--- config.mk ---
export PLATFORM = sky130hd
export DESIGN_NAME = seq_divider
export DESIGN_NICKNAME = d
export VERILOG_FILES = /design/src/rtl/seq_divider.sv
export SDC_FILE = /design/constraint.sdc
export NUM_CORES = 1
export LEC_CHECK = 0
export BUFFER_PORTS_ARGS = -buffer_cell sky130_fd_sc_hd__buf_2
export CORE_UTILIZATION = 60
export DETAILED_ROUTE_END_ITERATION = 16
export PLACE_DENSITY_LB_ADDON = 0.2
export SLEW_MARGIN = 15
export SYNTH_ARGS = -nofsm -noshare
export SYNTH_HDL_FRONTEND = slang
export SYNTH_SLANG_ARGS = --single-unit
--- constraint.sdc ---
create_clock -name CLK -period 5.05 [get_ports CLK]
set_clock_uncertainty 0.05 [all_clocks]
set_input_delay 0 -clock CLK [delete_from_list [all_inputs] [get_ports CLK]]
set_output_delay 0 -clock CLK [all_outputs]
set_load 0.02 [all_outputs]
--- src/rtl/seq_divider.sv ---
// Multi-cycle unsigned restoring divider: 2*DW-bit dividend by DW-bit divisor,
// one quotient bit per clock, with a START/BUSY/DONE handshake.
module seq_divider #(
    parameter int DW = 8,
    parameter int CW = 4
) (
    input  logic            CLK,
    input  logic            RESET,
    input  logic            START,
    input  logic [2*DW-1:0] DIVIDEND,
    input  logic [DW-1:0]   DIVISOR,
    output logic [DW-1:0]   QUOTIENT,
    output logic [DW-1:0]   REMAINDER,
    output logic            BUSY,
    output logic            DONE,
    output logic            DIV_ZERO,
    output logic            OVERFLOW
);

    typedef enum logic [1:0] {
        IDLE = 2'd0,
        CALC = 2'd1,
        FIN  = 2'd2
    } state_e;

    state_e          state_q, state_d;
    logic [DW:0]     p_q, p_d;
    logic [DW-1:0]   q_q, q_d;
    logic [DW-1:0]   dvs_q, dvs_d;
    logic [CW-1:0]   cnt_q, cnt_d;
    logic [DW-1:0]   quotient_q, quotient_d;
    logic [DW-1:0]   remainder_q, remainder_d;
    logic            busy_q, busy_d;
    logic            done_q, done_d;
    logic            div_zero_q, div_zero_d;
    logic            overflow_q, overflow_d;

    logic [DW:0]     t;
    logic [DW:0]     diff;
    logic            qbit;

    // The shifted partial remainder needs the full DW+1 bits: it can exceed
    // 2^DW-1 even though the stored remainder is always below the divisor.
    always_comb begin
        t    = (DW+1)'({p_q, q_q[DW-1]});
        diff = t - {1'b0, dvs_q};
        qbit = (t >= {1'b0, dvs_q});
    end

    // NOTE: every output of this block gets a default first, so no path leaves
    // a signal unassigned and no latch is inferred.
    always_comb begin
        state_d     = state_q;
        p_d         = p_q;
        q_d         = q_q;
        dvs_d       = dvs_q;
        cnt_d       = cnt_q;
        quotient_d  = quotient_q;
        remainder_d = remainder_q;
        busy_d      = busy_q;
        done_d      = 1'b0;
        div_zero_d  = div_zero_q;
        overflow_d  = overflow_q;

        case (state_q)
            IDLE: begin
                if (START) begin
                    dvs_d      = DIVISOR;
                    p_d        = {1'b0, DIVIDEND[2*DW-1:DW]};
                    q_d        = DIVIDEND[DW-1:0];
                    cnt_d      = '0;
                    div_zero_d = 1'b0;
                    overflow_d = 1'b0;
                    if (DIVISOR == '0) begin
                        div_zero_d  = 1'b1;
                        quotient_d  = '1;
                        remainder_d = DIVIDEND[DW-1:0];
                        done_d      = 1'b1;
                        state_d     = FIN;
                    end else if (DIVIDEND[2*DW-1:DW] >= DIVISOR) begin
                        overflow_d  = 1'b1;
                        quotient_d  = '1;
                        remainder_d = '1;
                        done_d      = 1'b1;
                        state_d     = FIN;
                    end else begin
                        busy_d  = 1'b1;
                        state_d = CALC;
                    end
                end
            end

            CALC: begin
                p_d   = qbit ? diff : t;
                q_d   = {q_q[DW-2:0], qbit};
                cnt_d = cnt_q + CW'(1);
                if (cnt_q == CW'(DW-1)) begin
                    quotient_d  = q_d;
                    remainder_d = p_d[DW-1:0];
                    busy_d      = 1'b0;
                    done_d      = 1'b1;
                    state_d     = FIN;
                end
            end

            FIN: begin
                state_d = IDLE;
            end

            default: begin
                state_d = IDLE;
                busy_d  = 1'b0;
            end
        endcase
    end

    // NOTE: sequential state uses non-blocking assignments so every flop
    // samples its _d value from before the edge, independent of block order.
    always_ff @(posedge CLK or negedge RESET) begin
        if (!RESET) begin
            state_q     <= IDLE;
            p_q         <= '0;
            q_q         <= '0;
            dvs_q       <= '0;
            cnt_q       <= '0;
            quotient_q  <= '0;
            remainder_q <= '0;
            busy_q      <= 1'b0;
            done_q      <= 1'b0;
            div_zero_q  <= 1'b0;
            overflow_q  <= 1'b0;
        end else begin
            state_q     <= state_d;
            p_q         <= p_d;
            q_q         <= q_d;
            dvs_q       <= dvs_d;
            cnt_q       <= cnt_d;
            quotient_q  <= quotient_d;
            remainder_q <= remainder_d;
            busy_q      <= busy_d;
            done_q      <= done_d;
            div_zero_q  <= div_zero_d;
            overflow_q  <= overflow_d;
        end
    end

    assign QUOTIENT  = quotient_q;
    assign REMAINDER = remainder_q;
    assign BUSY      = busy_q;
    assign DONE      = done_q;
    assign DIV_ZERO  = div_zero_q;
    assign OVERFLOW  = overflow_q;

endmodule

### Word level (Yosys, flattened, before mapping)

Cells that the tools add are included.
W data, S select, Z words.

| storage, ports and cells | value |
|---|---|
| output and inout port bits | 20 |
| flip-flop bits (word level) | 50 |

| cells by class | value |
|---|---|
| equality and inequality tests | 8 |
| multiplexer cells | 33 |
| add/sub/neg operators | 2 |
| $lt $le $gt $ge | 2 |
| reductions and logical operators | 8 |
| bitwise operators | 1 |

Operator list:

| kind | count |
|---|---|
| $mux W8 | 10 |
| $pmux W8 S2 | 4 |
| $mux W1 | 10 |
| $ge A9 B8 Y1 | 1 |
| $ge A8 B8 Y1 | 1 |
| $logic_not A8 Y1 | 1 |
| $mux W2 | 4 |
| $ne A2 B2 Y1 const B | 4 |
| $pmux W4 S2 | 1 |
| $sub A8 B8 Y8 | 1 |
| $reduce_and A2 Y1 | 3 |
| $reduce_and A5 Y1 | 1 |
| $add A4 B1 Y4 const B | 1 |
| $eq A4 B3 Y1 const B | 1 |
| $mux W4 | 1 |
| $pmux W2 S2 | 1 |
| $reduce_and A4 Y1 | 1 |
| $ne A3 B3 Y1 const B | 1 |
| $pmux W1 S3 | 1 |
| $eq A2 B1 Y1 const B | 1 |
| $eq A2 B2 Y1 const B | 1 |
| $logic_not A2 Y1 | 1 |
| $pmux W1 S2 | 1 |
| $reduce_bool A2 Y1 | 1 |
| $not A1 Y1 | 1 |

### Longest topological paths before layout

Gate-level depths: netlist (run 1).

| depth | value |
|---|---|
| word-level depth | 5 |
| mapped depth | 9 |

### Worst setup path after synthesis (run 1)

OpenSTA, ideal clock, no wires.

| path | value |
|---|---|
| path type | reg-to-reg |
| start | register q_q[7] |
| end | register remainder_q[4] (netlist: REMAINDER[4]) |
| setup slack | 3.056 ns |
| data arrival time | 1.806 ns |
| clock period less this slack | 1.994 ns |
| setup time | 0.137 ns |
| stages on the path, launching flop included | 10 |
| data required time | 4.863 ns |
| cell sequence | dfrtp_1 inv_1 ha_1 fa_1 nor2b_1 o21ai_1 xnor2_1 nor2b_1 a211oi_1 o22ai_1 |

| on the way | value |
|---|---|
| cells in the longest elaborated chain, start to end | 4 |
| elaborated cells on any way between the ends | 5 |
| classes of those cells | add/sub (1); order compare (1); mux (3) |

RTL lines:

| element | line | text |
|---|---|---|
| from (decl) | 28 | `logic [DW-1:0] q_q, q_d;` |
| from (signal assigned) | 135 | `q_q <= q_d;` |
| $sub A8 B8 Y8 / $ge A9 B8 Y1 (equally long branches) | 46, 47 |  |
| $mux W8 (*) | 94 | `p_d = qbit ? diff : t;` |
| $mux W8 (*) | 97 | `if (cnt_q == CW'(DW-1)) begin` |
| $pmux W8 S2 (*) | 65 | `case (state_q)` |
| to (signal assigned) | 139 | `remainder_q <= remainder_d;` |
| to (decl) | 32 | `logic [DW-1:0] remainder_q, remainder_d;` |

Mark *: on every way between the ends. The rest lies on a longest branch, timed or not. The select of a mux whose other input is x is not followed.
A chain may end at the register's enable or synchronous reset.

### Worst setup path after layout (run 1)

| path | value |
|---|---|
| start | register p_q[5] |
| end | register remainder_q[2] (netlist: REMAINDER[2]) |

| on the way | value |
|---|---|
| cells in the longest elaborated chain, start to end | 4 |

RTL lines:

| element | line | text |
|---|---|---|
| from (decl) | 27 | `logic [DW:0] p_q, p_d;` |
| from (signal assigned) | 134 | `p_q <= p_d;` |
| $ge A9 B8 Y1 | 47 | `qbit = (t >= {1'b0, dvs_q});` |
| $mux W8 | 94 |  |
| $mux W8 | 97 |  |
| $pmux W8 S2 | 65 |  |

Every way passes these cells. The select of a mux whose other input is x is not followed.

==> results of run 1 <==
==> per-stage QoR <==
stage,hold slack [ps],instances,cell area [um^2]
2_1_floorplan,-345.6,315,2794
3_3_place_gp,98.79,400,3019
3_5_place_dp,95.52,400,3019
4_1_cts,20.48,431,3349
5_1_grt,59.10,431,3349
6_report,44.12,431,3349
==> area by class of cell <==
cell class,count,area (um^2),area share
Clock buffer,6,82.58,0.02465
Clock inverter,2,17.52,0.005230
Inverter,23,86.33,0.02578
Multi-Input combinational cell,226,1364,0.4072
Sequential cell,50,1251,0.3736
Tap cell,52,65.06,0.01942
Timing Repair Buffer,72,483.0,0.1442
==> cell families (layout without fill, tap and decap cells) <==
| family | count (synthesis) | after routing | share of synthesized area |
|---|---|---|---|
| mux | 4 | 4 | 0.01523 |
| simple gates | 108 | 108 | 0.1626 |
| fa+ha+maj | 18 | 18 | 0.08329 |
| buf+inv | 39 | 103 | 0.06404 |
| compound gates | 91 | 91 | 0.2114 |
| xor+xnor | 5 | 5 | 0.01568 |
| flops | 50 | 50 | 0.4478 |
==> sequential cells by signal, summed over array words and instances (netlist names) <==
signal     count
QUOTIENT       8
REMAINDER      8
dvs_q          8
p_q            8
q_q            8
cnt_q          4
state_q        2
BUSY           1
DIV_ZERO       1
DONE           1
OVERFLOW       1
==> placed cells by master (no fill, tap or decap), types with 2 or more instances in the layout <==
cell type      instances
nand3_1                8
buf_2                 46
dfrtp_1               50
a21o_1                 2
o211ai_1               3
nor2b_1                4
a31oi_1               13
mux2i_1                2
or2_2                  2
nor2_1                33
nand2_1               53
inv_1                 23
o21ai_1                2
nor4_1                 2
o22ai_1                9
xnor2_1                3
xor2_1                 2
dlygate4sd3_1         23
clkinv_4               2
a21oi_1               20
ha_1                  17
nand2b_1               3
o21ai_0               24
buf_4                  3
o21a_1                 4
a211oi_1               2
clkbuf_8               6
mux2_2                 2
==> path summary, 6_finish.rpt <==
path / start / end
setup reg to reg: p_q[5]$_DFFE_PN0P_ / REMAINDER[2]$_DFFE_PN0P_
hold reg to reg: BUSY$_DFFE_PN0P_ / BUSY$_DFFE_PN0P_
max in group asynchronous: RESET / REMAINDER[0]$_DFFE_PN0P_
hold / removal: DIVIDEND[10] / p_q[2]$_DFFE_PN0P_
min in group asynchronous: RESET / dvs_q[7]$_DFFE_PN0P_
setup / recovery: p_q[5]$_DFFE_PN0P_ / REMAINDER[2]$_DFFE_PN0P_
==> report_power, final <==
part | internal, mW | leakage (nW) | total [mW] | switching, mW
Sequential | 0.585 | 0.572 | 0.689 | 0.104
Clock | 0.113 | 0.0514 | 0.254 | 0.141
Combinational | 0.531 | 0.937 | 1.32 | 0.790
Total | 1.23 | 1.56 | 2.26 | 1.03
==> metal layers <==
| layer | global-route usage | share of wire |
|---|---|---|
| met2 | 0.4794 | 0.50 |
| met4 | 0.1022 | 0.013 |
| met1 | 0.3768 | 0.44 |
| met3 | 0.04618 | 0.045 |
| met5 | 0 | 0 |
==> tightest hold or removal path, cell delays in order <==
cell and delay (ps):
buf_2 120, nand2_1 60, nand3_1 80, o21a_1 110
==> timing repair <==
action	CTS	global route
hold buffers	23	0
setup buffers	0	0
endpoints found under the hold margin	80	0
==> results.tsv, run 1 <==
stage	metric	value	unit
run_status	outcome	finished clean	
placement	gp_congestion	0.9148	
routing	drt-initial-drc-count	182	
routing	antenna_left	0	
grt	grt.overflow.total	0	
worst_hold_path	hp-class	input port to flip-flop	
synthesis	synth_flop_cell	dfrtp_1	
worst_setup_path	slowest_delay	420	ps
finish	area_growth	19.88	%
worst_setup_path	start_kind	flip-flop	
placement	dp_slack	2753	ps
grt	grt_max_degree	51	
timing	drv_slew	0	
clocking	clk_path_buf_depth	2	
synthesis	netlist_area	2794	um^2
finish	drive_gt1_frac	0.1821	
routing	drc	0	
timing	period_needed	2333	ps
synthesis	synth.most_common_cell	nand2_1	
timing	slew_headroom	0.3858	
clocking	tritoncts	done	
finish	final_nets	423	
clocking	root_buffer	clkbuf_8	
floorplanning	rows	24	
timing	grt_setup_unrepaired	false	
floorplanning	core	4414	um^2
timing	hold_violations	0	
placement	port_buffers	46	
worst_setup_path	path_delay_family	compound AO/OA/AOI/OAI gates	
floorplanning	die_y	70.24	um
synthesis	yosysSeqAreaShare	0.4478	
finish	nFillCells	314	
routing	post_drt_wl_per_cell	15.21	um
routing	first_pass_iters	5	
timing	finalSetupViolations	0	
grt	antenna_found_initial	0	
worst_setup_path	required	5190	ps
finish	fin_util	0.7588	
synthesis	syn_inst	315	
floorplanning	io_pins	47	
timing	layout_setup_ws	2717	ps
synthesis	synthTopCellsByCount	nand2_1 (53), dfrtp_1 (50), nor2_1 (33)	
floorplanning	dieWidth	70.24	um
timing	period_share	0.4621	
worst_setup_path	path_cells	ha_1 -> a21oi_2 -> o221ai_2 -> a21oi_4 -> mux2_2 -> o22ai_1 -> a21oi_1	
synthesis	synth_edf_count	0	
clocking	cts_sinks	50	
worst_setup_path	crit_path_top_delay_cell	dfrtp_1	
floorplanning	dieArea	4934	um^2
power_and_ir_drop	power_density	675.7	nW/um^2
routing	wl	6.557	mm
power_and_ir_drop	vdd_drop_max	0.3578	mV
synthesis	ys_warn_count	0	
synthesis	synth_area_leaders	dfrtp_1 (45%), ha_1 (7.6%), nand2_1 (7.1%)	
grt	grt_pass1_wl	11.09	mm
worst_setup_path	critPathMaxFanout	15	
run	max_cap_viol_count	0	
power_and_ir_drop	totalPowerFinal	2.263	mW
routing	via_count	2461	
placement	dp_hpwl	4.342	mm
clocking	cts_buffers	5	
worst_setup_path	crit_arrival	2470	ps
grt	grt_pass1_vias	2432	
timing	finalSetupTns	0	ps
synthesis	synth_top_cell_by_area	dfrtp_1	
worst_setup_path	reg2reg_slack	2720	ps
clocking	insertion_delay	310	ps
routing	routed_via_density	5.710	
power_and_ir_drop	power_leakage	1.560	nW
worst_setup_path	cp.depth	7	
clocking	post_cts_resized	0	
grt	grt_usage	0.2869	
synthesis	synth.ff_latch_count	50	
worst_setup_path	worstSetupPathType	flip-flop to flip-flop	
clocking	path_clk_slew	90	ps
clocking	htree_levels	2	
synthesis	yosysTopAreaCellShare	0.4478	
synthesis	synth.net_count	360	
synthesis	async_flop_share	1.000	
timing	max_freq	0.4286	GHz
timing	worst_pin_slew	919.1	ps
worst_setup_path	cp_num_buf_inv	0	
floorplanning	start_util	0.6329	
synthesis	avgSynthCellArea	8.870	um^2
finish	antenna_cells	0	
worst_setup_path	crit_path_end_kind	flip-flop	
worst_setup_path	rr_worst_depth	7	
synthesis	synth_cell_types	43	
worst_hold_path	whs_path_depth	4	
Power figures use the tool's default switching activity.
==> run 2: changes to the inputs <==
Settings changed: CORE_UTILIZATION 60 to 56.
Clock period 5.05 ns to 2.3 ns, I/O delays scaled along.
==> run 2 against run 1 <==
Compared with the run above:
- critical path depth unchanged
- maximum frequency rose by 6.9%
- clock power up 140%
- non-clock buffer count up 4
- first-iteration DRC count up 1.1%
- design area is 2.9% higher
- worst setup slack lost 2600 ps
- via count stayed put
==> results.tsv, run 2 (same netlist as run 1, synthesis figures left out) <==
stage	metric	value	unit	change
timing	hold_ws	13.25	ps	-30.87 ps
timing	hold_violations	0		unchanged
power_and_ir_drop	power_frac_seq	0.289		-0.015
routing	first_pass_iters	4		-1
floorplanning	dieArea	5276	um^2	+6.9%
grt	grt.overflow.total	0		unchanged
finish	final_common_cell	nand2_1		
timing	finalSetupViolations	0		unchanged
power_and_ir_drop	power_density	1518	nW/um^2	+120%
floorplanning	io_pins	47		unchanged
worst_setup_path	reg2reg_from	p_q[5]$_DFFE_PN0P_		
routing	antenna_left	0		unchanged
placement	port_buffers	46		unchanged
worst_setup_path	worstSetupPathType	flip-flop to flip-flop		
worst_setup_path	critPathMaxFanout	5		-10
clocking	path_clk_slew	90	ps	about the same
routing	wl	6.758	mm	+3.1%
finish	fin_util	0.7250		-0.03379
grt	grt_usage	0.2846		-0.002307
clocking	insertion_delay	310	ps	about the same
timing	drv_slew	0		unchanged
finish	area_growth	23.38	%	
finish	drive_gt1_frac	0.2089		+0.02682
worst_setup_path	path_cells	ha_1 -> a21oi_2 -> o221ai_4 -> a21oi_4 -> mux2_2 -> o22ai_1 -> a21oi_1		
clocking	root_buffer	clkbuf_8		
timing	max_freq	0.4579	GHz	+6.9%
power_and_ir_drop	vdd_drop_max	0.8055	mV	+130%
placement	place_area	3075	um^2	+1.9%
grt	grt_pass1_vias	2415		-0.70%
timing	finalSetupTns	0	ps	unchanged
floorplanning	rows	25		+4.2%
finish	final_cells	450		+4.4%
placement	dp_cells	420		+5.0%
worst_setup_path	reg2reg_slack	120	ps	-2600 ps
grt	grt_pass1_wl	11.38	mm	+2.6%
grt	grt_max_degree	34		-33%
routing	drt-initial-drc-count	184		+1.1%
timing	period_share	0.9495		+0.4874
clocking	cts_setup_buffers	0		unchanged
worst_hold_path	holdPathEnd	p_q[1]$_DFFE_PN0P_		
worst_setup_path	rr_worst_depth	7		unchanged
power_and_ir_drop	internal_power	2.861	mW	+130%
floorplanning	dieWidth	72.64	um	+3.4%
clocking	htree_levels	2		unchanged
floorplanning	core	4755	um^2	+7.7%
worst_setup_path	slowest_delay	400	ps	-20 ps
floorplanning	start_util	0.5876		-0.04530
finish	antenna_cells	0		unchanged
finish	ff_latch_area	1251	um^2	unchanged
worst_hold_path	holdCritStartpoint	DIVIDEND[9]		
power_and_ir_drop	power_frac_clock	0.118		+0.006
worst_setup_path	crit_path_end_kind	flip-flop		
timing	slew_headroom	0.6222		+0.2364
grt	antenna_found_initial	0		unchanged
routing	via_count	2461		unchanged
timing	period_needed	2184	ps	-149.6 ps
worst_setup_path	required	2440	ps	-2750 ps
worst_hold_path	whs_path_depth	4		unchanged
timing	worst_pin_slew	565.3	ps	-353.8 ps
worst_hold_path	hp-class	input port to flip-flop		
placement	dp_hpwl	4.833	mm	+11%
routing	drc	0		unchanged
finish	final_nets	428		+1.2%
clocking	clk_path_buf_depth	2		unchanged
clocking	cts_sinks	50		unchanged
placement	gp_congestion	0.9425		+3.0%
power_and_ir_drop	pwr-share-comb	0.593		+0.009
worst_setup_path	crit_arrival	2320	ps	-150 ps
routing	post_drt_wl_per_cell	15.02	um	-1.3%
clocking	tritoncts	done		
routing	routed_via_density	5.469		-4.2%
worst_setup_path	start_kind	flip-flop		
run_status	outcome	finished clean		
finish	nFillCells	397		+26%
clocking	cts_buffers	5		unchanged
worst_setup_path	reg2reg_to	REMAINDER[2]$_DFFE_PN0P_		
power_and_ir_drop	swShare	0.4532		-0.003908
floorplanning	die_y	72.64	um	+3.4%
finish	final_cell_mix	nand2_1 (53), dfrtp_1 (50), buf_2 (46)		
worst_setup_path	crit_path_top_delay_cell	dfrtp_1		
finish	multi_input_area	1408	um^2	+3.2%
power_and_ir_drop	power_leakage	1.586	nW	+1.7%
power_and_ir_drop	p_sw	2.372	mW	+130%
finish	fin_area	3447	um^2	+2.9%
run	max_cap_viol_count	0		unchanged
[run 2: how the worst max path moves through the flow]
stage,from,endpoint,slack (ps),cells past startpoint
2_1_floorplan,q_q[7]$_DFFE_PN0P_,REMAINDER[4]$_DFFE_PN0P_,310,9
3_3_place_gp,q_q[7]$_DFFE_PN0P_,REMAINDER[4]$_DFFE_PN0P_,170,9
3_5_place_dp,p_q[5]$_DFFE_PN0P_,REMAINDER[2]$_DFFE_PN0P_,120,7
4_1_cts,q_q[7]$_DFFE_PN0P_,REMAINDER[4]$_DFFE_PN0P_,90,9
5_1_grt,p_q[5]$_DFFE_PN0P_,p_q[7]$_DFFE_PN0P_,-30,8
6_report,p_q[5]$_DFFE_PN0P_,REMAINDER[2]$_DFFE_PN0P_,120,7
[run 2: worst max-delay path, delay by kind of cell, from the launching register on]
family,cells,cell delay [ps]
AO/OA/AOI/OAI,5,860
multiplexers,1,380
adder cells (fa/ha/maj),1,380
flip-flops,1,400
[run 2: area by class of cell]
cell class / instances / area share
Timing Repair Buffer: 76 / 0.1481
Inverter: 23 / 0.02505
Clock inverter: 2 / 0.01125
Tap cell: 67 / 0.02432
Clock buffer: 5 / 0.01996
Sequential cell: 50 / 0.3630
Multi-Input combinational cell: 227 / 0.4083
[run 2: what timing repair did]
item | CTS | global route
setup endpoints to repair | 0 | 5
resized for setup | 0 | 8
hold endpoints to repair | 72 | 0
hold buffers | 22 | 0
[run 2: per-stage QoR]
step | total power, mW | worst slack, ps
3_5_place_dp | 4.431 | 120.4
6_report | 5.233 | 116.2
3_3_place_gp | 4.334 | 170.9
5_1_grt | 5.681 | -25.09
4_1_cts | 5.107 | 94.16
2_1_floorplan | 3.750 | 306.3
[run 2: power groups by stage]
| stage | combinational (mW) | clock, mW | sequential, mW |
|---|---|---|---|
| floorplan | 2.10 | 0 | 1.65 |
| global placement | 2.82 | 0 | 1.51 |
| detailed placement | 2.90 | 0 | 1.53 |
| CTS | 2.97 | 0.628 | 1.51 |
| global route | 3.46 | 0.658 | 1.56 |
| finish | 3.10 | 0.617 | 1.51 |
[run 2: routing by layer]
layer / vias to the layer above / part of all wire / track usage
met3: 8 / 0.057 / 0.04558
met5: - / 0 / 0
li1: 1224 / - / -
met2: 73 / 0.50 / 0.4829
met4: 0 / 0.012 / 0.07843
met1: 1156 / 0.43 / 0.3801
==> run 3: changes to the inputs <==
Settings changed: REMOVE_ABC_BUFFERS set to 1.
==> run 3 against run 2 <==
Compared with the run above:
- combinational power barely moved
- wire length rose by 2.7%
- utilization rose by 0.55 points
- register-to-register slack got worse by 20 ps
- total power rose by 0.26%
- clock power barely moved
- sequential power barely moved
- critical path depth rose by 1
- largest power group unchanged
- cell count rose by 1.3%
==> results.tsv, run 3 (same netlist as run 1, synthesis figures left out) <==
stage	metric	value	unit	change
worst_setup_path	cp_common_cell	a21oi_1		
grt	grt_pass1_wl	10.78	mm	-5.2%
run_status	outcome	finished clean		
floorplanning	die_y	72.64	um	unchanged
timing	finalSetupViolations	0		unchanged
timing	hold_ws	31.71	ps	+18.46 ps
routing	drt-initial-drc-count	254		+38%
worst_setup_path	path_cells	ha_1 -> a21oi_1 -> o221ai_2 -> a21oi_4 -> buf_4 -> mux2i_2 -> o22ai_1 -> a21oi_1		
grt	grt_max_degree	34		unchanged
floorplanning	start_util	0.5876		unchanged
placement	port_buffers	46		unchanged
placement	gp_congestion	0.9617		+2.0%
floorplanning	dieWidth	72.64	um	unchanged
finish	antenna_cells	0		unchanged
routing	wl	6.942	mm	+2.7%
finish	final_cell_mix	nand2_1 (53), dfrtp_1 (50), buf_2 (46)		
routing	drc	0		unchanged
timing	drv_slew	0		unchanged
routing	antenna_left	0		unchanged
worst_setup_path	slowest_delay	430	ps	+30 ps
floorplanning	dieArea	5276	um^2	unchanged
timing	max_freq	0.4533	GHz	-1.0%
finish	fin_util	0.7305		+0.005526
run	max_cap_viol_count	0		unchanged
power_and_ir_drop	power_leakage	1.622	nW	+2.2%
worst_hold_path	hp-class	input port to flip-flop		
worst_setup_path	crit_arrival	2390	ps	+70 ps
routing	first_pass_iters	5		+1
worst_setup_path	critPathMaxFanout	6		+1
floorplanning	core	4755	um^2	unchanged
clocking	clk_path_buf_depth	2		unchanged
worst_setup_path	path_delay_family	compound AO/OA/AOI/OAI gates		
clocking	cts_sinks	50		unchanged
worst_setup_path	crit_path_end_kind	flip-flop		
timing	worst_pin_slew	728.0	ps	+162.7 ps
finish	drive_gt1_frac	0.2082		-0.0006511
placement	dp_hpwl	4.584	mm	-5.2%
clocking	cts_buffers	5		unchanged
worst_setup_path	cp_num_buf_inv	1		+1
finish	area_growth	24.32	%	
clocking	htree_levels	2		unchanged
timing	grt_setup_unrepaired	true		
worst_setup_path	worstSetupPathType	flip-flop to flip-flop		
finish	fin_area	3473	um^2	+0.76%
clocking	tritoncts	done		
routing	post_drt_wl_per_cell	15.22	um	+1.4%
power_and_ir_drop	vdd_drop_max	0.6911	mV	-14%
floorplanning	io_pins	47		unchanged
power_and_ir_drop	power_density	1511	nW/um^2	-0.50%
timing	layout_setup_ws	93.89	ps	-22.30 ps
timing	period_needed	2206	ps	+22.30 ps
grt	antenna_found_initial	0		unchanged
clocking	root_buffer	clkbuf_8		
routing	via_count	2543		+3.3%
timing	period_share	0.9592		+0.009697
grt	grt_usage	0.2700		-0.01460
timing	slew_headroom	0.5137		-0.1086
worst_setup_path	start_kind	flip-flop		
placement	place_area	3083	um^2	+0.24%
grt	grt_pass1_vias	2322		-3.9%
finish	final_common_cell	nand2_1		
routing	routed_via_density	5.577		+2.0%
finish	final_nets	433		+1.2%
timing	hold_violations	0		unchanged
grt	grt.overflow.total	0		unchanged
worst_setup_path	crit_path_top_delay_cell	dfrtp_1		
finish	nFillCells	372		-6.3%
floorplanning	rows	25		unchanged
clocking	insertion_delay	310	ps	about the same
placement	dp_slack	113.5	ps	-6.847 ps
clocking	path_clk_slew	90	ps	about the same
worst_setup_path	required	2480	ps	+40 ps
[run 3: final cells by class]
| cell class | instances | area (um^2) | area share |
|---|---|---|---|
| multi-input cells | 228 | 1400 | 0.4031 |
| flip-flops and latches | 50 | 1251 | 0.3602 |
| repair buffers | 80 | 543.0 | 0.1563 |
| inverters | 23 | 86.33 | 0.02486 |
| well taps | 67 | 83.83 | 0.02414 |
| clock buffers | 5 | 68.82 | 0.01981 |
| clock inverters | 3 | 40.04 | 0.01153 |
[run 3: metal layers]
layer  vias to the layer above  part of all wire  global-route usage
met5                         -                 0                   0
met2                       113              0.47              0.4174
li1                       1232                 -                   -
met4                         0             0.014             0.08715
met3                         9             0.060             0.04420
met1                      1189              0.45              0.3900
[run 3: report_power, final]
part | internal (mW) | switching, mW
sequential | 1.28 | 0.228
clock | 0.320 | 0.294
combinational | 1.29 | 1.83
total | 2.90 | 2.35
[run 3: metrics by stage]
| stage | setup TNS [ps] | instances | power, mW |
|---|---|---|---|
| 2_1_floorplan | 0 | 299 | 3.649 |
| 6_report | 0 | 456 | 5.247 |
| 5_1_grt | -24.24 | 456 | 5.662 |
| 3_5_place_dp | 0 | 421 | 4.429 |
| 4_1_cts | 0 | 452 | 5.080 |
| 3_3_place_gp | 0 | 421 | 4.342 |
[run 3: worst min-delay path, stage by stage]
cell and delay (ps):
buf_2 100, nand2_1 60, nand3_1 90, o21a_1 110
[run 3: path summary, 6_finish.rpt]
kind / from / slack [ps] / cells after the start / end
max: p_q[3]$_DFFE_PN0P_ / 90 / 8 / REMAINDER[1]$_DFFE_PN0P_
min: DIVIDEND[10] / 30 / 4 / p_q[2]$_DFFE_PN0P_
max reg2reg: p_q[3]$_DFFE_PN0P_ / 90 / 8 / REMAINDER[1]$_DFFE_PN0P_
min reg2reg: DIV_ZERO$_DFFE_PN0P_ / 430 / 2 / DIV_ZERO$_DFFE_PN0P_
max in group asynchronous: RESET / 1510 / 3 / REMAINDER[1]$_DFFE_PN0P_
min in group asynchronous: RESET / 90 / 2 / QUOTIENT[5]$_DFFE_PN0P_
[run 3: what timing repair did]
| action | 4_1_cts | 5_1_grt |
|---|---|---|
| resized for setup | 0 | 3 |
| hold endpoints to repair | 79 | 0 |
| hold buffers | 23 | 0 |
| endpoints found under the setup margin | 0 | 3 |
| setup buffers | 0 | 2 |
